File: src/rtl/mips_alu_pkg.sv
// Shared constants for the MIPS32 EX-stage ALU: datapath width and aluop encodings.
// The unsigned opcodes are always declared here; they are only decoded when MIPS_ALU_UNSIGNED_EN is defined.
package mips_alu_pkg;

  localparam int WIDTH = 32;

  localparam logic [5:0] ALU_ADD  = 6'b100000;
  localparam logic [5:0] ALU_ADDU = 6'b100001;
  localparam logic [5:0] ALU_SUB  = 6'b100010;
  localparam logic [5:0] ALU_SUBU = 6'b100011;
  localparam logic [5:0] ALU_AND  = 6'b100100;
  localparam logic [5:0] ALU_OR   = 6'b100101;
  localparam logic [5:0] ALU_XOR  = 6'b100110;
  localparam logic [5:0] ALU_NOR  = 6'b100111;
  localparam logic [5:0] ALU_SLT  = 6'b101010;
  localparam logic [5:0] ALU_SLTU = 6'b101011;
  localparam logic [5:0] ALU_LUI  = 6'b101111;
  localparam logic [5:0] ALU_SLL  = 6'b000000;
  localparam logic [5:0] ALU_SRL  = 6'b000010;
  localparam logic [5:0] ALU_SRA  = 6'b000011;
  localparam logic [5:0] ALU_SLLV = 6'b000100;
  localparam logic [5:0] ALU_SRLV = 6'b000110;
  localparam logic [5:0] ALU_SRAV = 6'b000111;

endpackage

File: src/rtl/mips_alu_if.sv
// Operand/opcode/result bundle between the EX-stage control and the ALU.
// The master drives operands and opcode; the slave (the ALU) drives the registered results.
interface mips_alu_if;
  import mips_alu_pkg::*;

  logic [WIDTH-1:0] A_in;
  logic [WIDTH-1:0] B_in;
  logic [5:0]       aluop;
  logic [4:0]       shamt;
  logic [WIDTH-1:0] ALU_out;
  logic             overflow_out;
  logic             zero_out;

  modport master (
    output A_in, B_in, aluop, shamt,
    input  ALU_out, overflow_out, zero_out
  );

  modport slave (
    input  A_in, B_in, aluop, shamt,
    output ALU_out, overflow_out, zero_out
  );

endinterface

File: src/rtl/mips_alu_shifter.sv
// Combinational 32-bit barrel shifter: dir=0 shifts left, dir=1 shifts right,
// and arith selects sign fill for right shifts.
module mips_alu_shifter
  import mips_alu_pkg::*;
(
  input  logic [WIDTH-1:0] data,
  input  logic [4:0]       amount,
  input  logic             dir,
  input  logic             arith,
  output logic [WIDTH-1:0] result
);

  always_comb begin
    result = data << amount;
    if (dir) begin
      if (arith) result = WIDTH'($signed(data) >>> amount);
      else       result = data >> amount;
    end
  end

endmodule

File: src/rtl/mips_alu.sv
// MIPS32 EX-stage ALU with registered result, overflow and zero flags (one-cycle latency).
// Define MIPS_ALU_UNSIGNED_EN to also decode ADDU, SUBU and SLTU.
module mips_alu
  import mips_alu_pkg::*;
(
  input  logic        clk,
  input  logic        rst,
  mips_alu_if.slave   bus
);

  logic [WIDTH-1:0] sum;
  logic [WIDTH-1:0] diff;
  logic [WIDTH-1:0] shift_out;
  logic [WIDTH-1:0] result;
  logic             ovf;
  logic             add_ovf;
  logic             sub_ovf;
  logic [4:0]       shift_amt;

  assign sum  = bus.A_in + bus.B_in;
  assign diff = bus.A_in - bus.B_in;

  assign add_ovf = (bus.A_in[WIDTH-1] == bus.B_in[WIDTH-1]) && (sum[WIDTH-1]  != bus.A_in[WIDTH-1]);
  assign sub_ovf = (bus.A_in[WIDTH-1] != bus.B_in[WIDTH-1]) && (diff[WIDTH-1] != bus.A_in[WIDTH-1]);

  // aluop[2] marks the variable-shift group; [1] is right vs left, [0] is arithmetic.
  assign shift_amt = bus.aluop[2] ? bus.B_in[4:0] : bus.shamt;

  mips_alu_shifter u_shifter (
    .data   (bus.A_in),
    .amount (shift_amt),
    .dir    (bus.aluop[1]),
    .arith  (bus.aluop[0]),
    .result (shift_out)
  );

  always_comb begin
    result = '0;
    ovf    = 1'b0;
    case (bus.aluop)
      ALU_ADD: begin
        result = sum;
        ovf    = add_ovf;
      end
      ALU_SUB: begin
        result = diff;
        ovf    = sub_ovf;
      end
      ALU_AND: result = bus.A_in & bus.B_in;
      ALU_OR:  result = bus.A_in | bus.B_in;
      ALU_XOR: result = bus.A_in ^ bus.B_in;
      ALU_NOR: result = ~(bus.A_in | bus.B_in);
      ALU_SLT: result = {{(WIDTH-1){1'b0}}, ($signed(bus.A_in) < $signed(bus.B_in))};
      ALU_LUI: result = {bus.B_in[15:0], 16'h0000};
      ALU_SLL, ALU_SRL, ALU_SRA,
      ALU_SLLV, ALU_SRLV, ALU_SRAV: result = shift_out;
`ifdef MIPS_ALU_UNSIGNED_EN
      ALU_ADDU: result = sum;
      ALU_SUBU: result = diff;
      ALU_SLTU: result = {{(WIDTH-1){1'b0}}, (bus.A_in < bus.B_in)};
`else
`endif
      default: begin
        result = '0;
        ovf    = 1'b0;
      end
    endcase
  end

  always_ff @(posedge clk) begin
    if (rst) begin
      bus.ALU_out      <= '0;
      bus.overflow_out <= 1'b0;
      bus.zero_out     <= 1'b1;
    end else begin
      bus.ALU_out      <= result;
      bus.overflow_out <= ovf;
      bus.zero_out     <= ~|result;
    end
  end

endmodule

File: src/flat_wrapper.sv
// flat-port wrapper written by rule: the top's interface ports become plain ports
module mips_alu_flat import mips_alu_pkg::*;
  (clk, rst, bus_A_in, bus_B_in, bus_aluop, bus_shamt, bus_ALU_out, bus_overflow_out, bus_zero_out);
  mips_alu_if bus_i ();
  input  logic clk;
  input  logic rst;
  input wire logic [$bits(bus_i.A_in)-1:0] bus_A_in;
  input wire logic [$bits(bus_i.B_in)-1:0] bus_B_in;
  input wire logic [$bits(bus_i.aluop)-1:0] bus_aluop;
  input wire logic [$bits(bus_i.shamt)-1:0] bus_shamt;
  output wire logic [$bits(bus_i.ALU_out)-1:0] bus_ALU_out;
  output wire logic [$bits(bus_i.overflow_out)-1:0] bus_overflow_out;
  output wire logic [$bits(bus_i.zero_out)-1:0] bus_zero_out;
  assign bus_i.A_in = bus_A_in;
  assign bus_i.B_in = bus_B_in;
  assign bus_i.aluop = bus_aluop;
  assign bus_i.shamt = bus_shamt;
  assign bus_ALU_out = bus_i.ALU_out;
  assign bus_overflow_out = bus_i.overflow_out;
  assign bus_zero_out = bus_i.zero_out;
  mips_alu u_core (.clk(clk), .rst(rst), .bus(bus_i));
endmodule
File: config.mk
export PLATFORM = sky130hd
export DESIGN_NAME = mips_alu_flat
export DESIGN_NICKNAME = d
export VERILOG_FILES = /design/src/rtl/mips_alu_pkg.sv /design/src/rtl/mips_alu_if.sv /design/src/rtl/mips_alu_shifter.sv /design/src/rtl/mips_alu.sv /design/src/flat_wrapper.sv
export SDC_FILE = /design/constraint.sdc
export NUM_CORES = 1
export LEC_CHECK = 0
export CORE_MARGIN = 5
export CORE_UTILIZATION = 50
export CTS_CLUSTER_SIZE = 10
export DETAILED_ROUTE_END_ITERATION = 7
export PLACE_DENSITY = 0.72
export SETUP_SLACK_MARGIN = 0.4
export SKIP_CTS_REPAIR_TIMING = 1
export SYNTH_ARGS = -nofsm -noshare
export SYNTH_HDL_FRONTEND = slang
export SYNTH_SLANG_ARGS = --single-unit
File: constraint.sdc
create_clock -name clk -period 10.1 [get_ports clk]
set_input_delay 2.02 -clock clk [delete_from_list [all_inputs] [get_ports clk]]
set_output_delay 2.02 -clock clk [all_outputs]
set_load 0.05 [all_outputs]
==> results.py <==
metrics = {
    "job": {
        "timing.max_cap.violations": 0,
    },
    "grt": {
        "first_pass_grt_wire_length_um": 81200,
        "gr-usage-all-layers_pct": 44.0,
        "antenna_found_initial": 2,
        "grt_pass1_vias": 12400,
        "grt.overflow.total": 0,
        "grt_start_max_net_pins": 51,
    },
    "detailed_routing": {
        "route.detailed.drc": 23,
        "viasPerCell": 7.64,
        "post_drt_wl_per_cell_um": 31.1,
        "ant_nets": 0,
        "vias": 13800,
        "drt_iter0_drc": 2324,
        "first_pass_iters": 8,
        "final_wl_um": 56100,
    },
    "setup_path": {
        "timing.critical_path.arrival_ps": 7310,
        "critical-path-slowest-cell": "sky130_fd_sc_hd__a222oi_1",
        "cell_by_cell_listing_of_the_critical_path": "clkdlybuf4s50_1 > buf_4 > mux2_2 > buf_4 > mux2i_1 > a222oi_1 > nor2_1 > o31a_1 > a31oi_1 > nand4_1 > nor4_1 > nand4_1 > o41ai_2",
        "type_of_origin_of_the_critical_path": "primary input",
        "worstPathBufferInverterCount": 3,
        "path_max_fanout": 29,
        "timing_worst_setup_path_type": "in2reg",
        "timing.critical_path.required_ps": 10280,
        "crit_end_element": "flop",
        "critical-path-top-delay-family": "compound AO/OA/AOI/OAI gates",
        "critPathMaxStageDelay_ps": 870,
    },
    "die": {
        "die_w_um": 155,
        "die_height_um": 155,
        "die_area_um2": 24000,
        "cell_row_count": 53,
        "placeableCoreArea_um2": 20800,
        "initial_standard_cell_utilization_of_the_core_pct": 50.4,
        "boundaryPins": 111,
    },
    "pwr": {
        "vdd_drop_max_v": 0.0000861,
        "power_density_nw_per_um2": 85.8,
        "p_leak_uw": 0.00475,
    },
    "place": {
        "detailed_place_hpwl_um": 43100,
        "place.gp.congestion": 1.14,
        "placement.io_buffers": 110,
    },
    "timing": {
        "setup_repair_after_global_routing_missed_its_margin": "false",
        "finalHoldWorstSlack_ps": 2620,
        "min_period_ps": 7130,
        "clock.fmax_mhz": 140,
        "maxSlewHeadroom_pct": 12.7,
        "report.final.hold_viol_count": 0,
        "tns_ps": 0,
        "slew_violations": 0,
        "tightestPinTransition_ps": 1280,
        "finalCritPeriodShare_pct": 70.6,
        "final-setup-viol-count": 0,
    },
    "clocking": {
        "clock_path_buffers": 2,
        "cts_made_buffers": 5,
        "cts_sinks": 34,
        "path_clk_slew_ps": 50,
        "root_buffer": "sky130_fd_sc_hd__clkbuf_16",
        "tritoncts": "done",
        "h-tree-depth": 2,
    },
    "yosys": {
        "synth_edf_count": 0,
        "mapped_cell_area_um2": 10500,
        "number_of_library_cell_types_mapped_by_synthesis": 88,
        "ys.flop_type": "sky130_fd_sc_hd__dfxtp_1",
        "asr_flop_ratio_synth_pct": 0,
        "yosysWarningCount": 0,
        "synth.ff_latch_count": 34,
        "synth.avg_cell_area_um2": 7.05,
        "syn_nets": 1664,
        "yosysSeqAreaShare_pct": 6.48,
        "post_synth_inst_count": 1489,
    },
    "outcome": {
        "failed_checks": "design-rule violations",
        "run_status": "complete, but fails checks",
    },
    "layout": {
        "final_layout_size_suffix_gt1_share_pct": 6.80,
        "layout_commonest_cell": "sky130_fd_sc_hd__nor2_1",
        "nNetsFinal": 1703,
        "area_growth_pct": 13.1,
        "most-common-layout-cells": "sky130_fd_sc_hd__nor2_1 (140), sky130_fd_sc_hd__nand2_1 (136), sky130_fd_sc_hd__clkdlybuf4s50_1 (109)",
    },
    "min_path": {
        "hold_path_class": "in2reg",
    },
}
==> Yosys cell counts, types with 31 or more instances <==
| master | count | area, µm² |
|---|---|---|
| sky130_fd_sc_hd__nor2_1 | 144 | 541 |
| sky130_fd_sc_hd__nor3_1 | 36 | 180 |
| sky130_fd_sc_hd__o21ai_0 | 86 | 430 |
| sky130_fd_sc_hd__inv_1 | 92 | 345 |
| sky130_fd_sc_hd__nand2_1 | 136 | 510 |
| sky130_fd_sc_hd__o211ai_1 | 39 | 293 |
| sky130_fd_sc_hd__dfxtp_1 | 34 | 681 |
| sky130_fd_sc_hd__ha_1 | 96 | 1200 |
| sky130_fd_sc_hd__nand3_1 | 40 | 200 |
| sky130_fd_sc_hd__a221oi_1 | 31 | 272 |
| sky130_fd_sc_hd__clkbuf_1 | 73 | 274 |
| sky130_fd_sc_hd__a21oi_1 | 105 | 526 |
| sky130_fd_sc_hd__mux2i_1 | 67 | 671 |
==> worst paths after layout <==
path,startpoint,to,slack (ps),cells after the start
worst max-delay path,bus_aluop[2],u_core.bus.zero_out,2970,13
worst min-delay path,bus_aluop[1],u_core.bus.ALU_out[4],2620,4
==> cell type report <==
type | count | area, µm²
multi-input cells | 1249 | 9000
fillers | 2072 | 8950
repair buffers | 143 | 1340
flip-flops and latches | 34 | 681
inverters | 95 | 357
well taps | 275 | 344
clock buffers | 7 | 143
clock inverters | 1 | 5.00
diodes | 1 | 2.50
==> through the flow <==
step	setup slack, ps	area [µm²]	utilization, %	total power (µW)	cells
4_1_cts	3300	11900	57.0	976	1804
5_1_grt	2880	11900	57.0	1050	1805
2_1_floorplan	5040	10500	-	586	1489
3_3_place_gp	3000	11700	56.3	828	1796
6_report	2970	11900	57.0	1020	1805
3_5_place_dp	3040	11700	56.3	825	1796
==> routing by layer <==
layer | track usage, % | wire (µm) | up-vias | share of wire (%)
met1 | 58.1 | 20500 | 6325 | 37
li1 | - | - | 5762 | -
met2 | 64.3 | 22300 | 1396 | 40
met5 | 0 | 18 | - | 0.032
met4 | 23.7 | 4450 | 2 | 7.9
met3 | 12.9 | 8820 | 312 | 16
==> cell families after synthesis <==
family / after synthesis / share of synthesized area [%]
compound gates: 536 / 36.2
xor+xnor: 27 / 2.25
fa+ha+maj: 98 / 11.8
buf+inv: 206 / 8.15
flops: 34 / 6.48
mux: 103 / 13.1
simple gates: 485 / 22.0
==> flip-flops by register name (all words and copies together) (netlist names) <==
signal and count:
u_core.bus.ALU_out 32, u_core.bus.overflow_out 1, u_core.bus.zero_out 1
==> report_power, final <==
group	total (µW)	internal (µW)	switching, µW
registers	142	140	1.86
clock network	151	97.6	53.8
logic	725	243	482
Power figures use the tool's default switching activity.
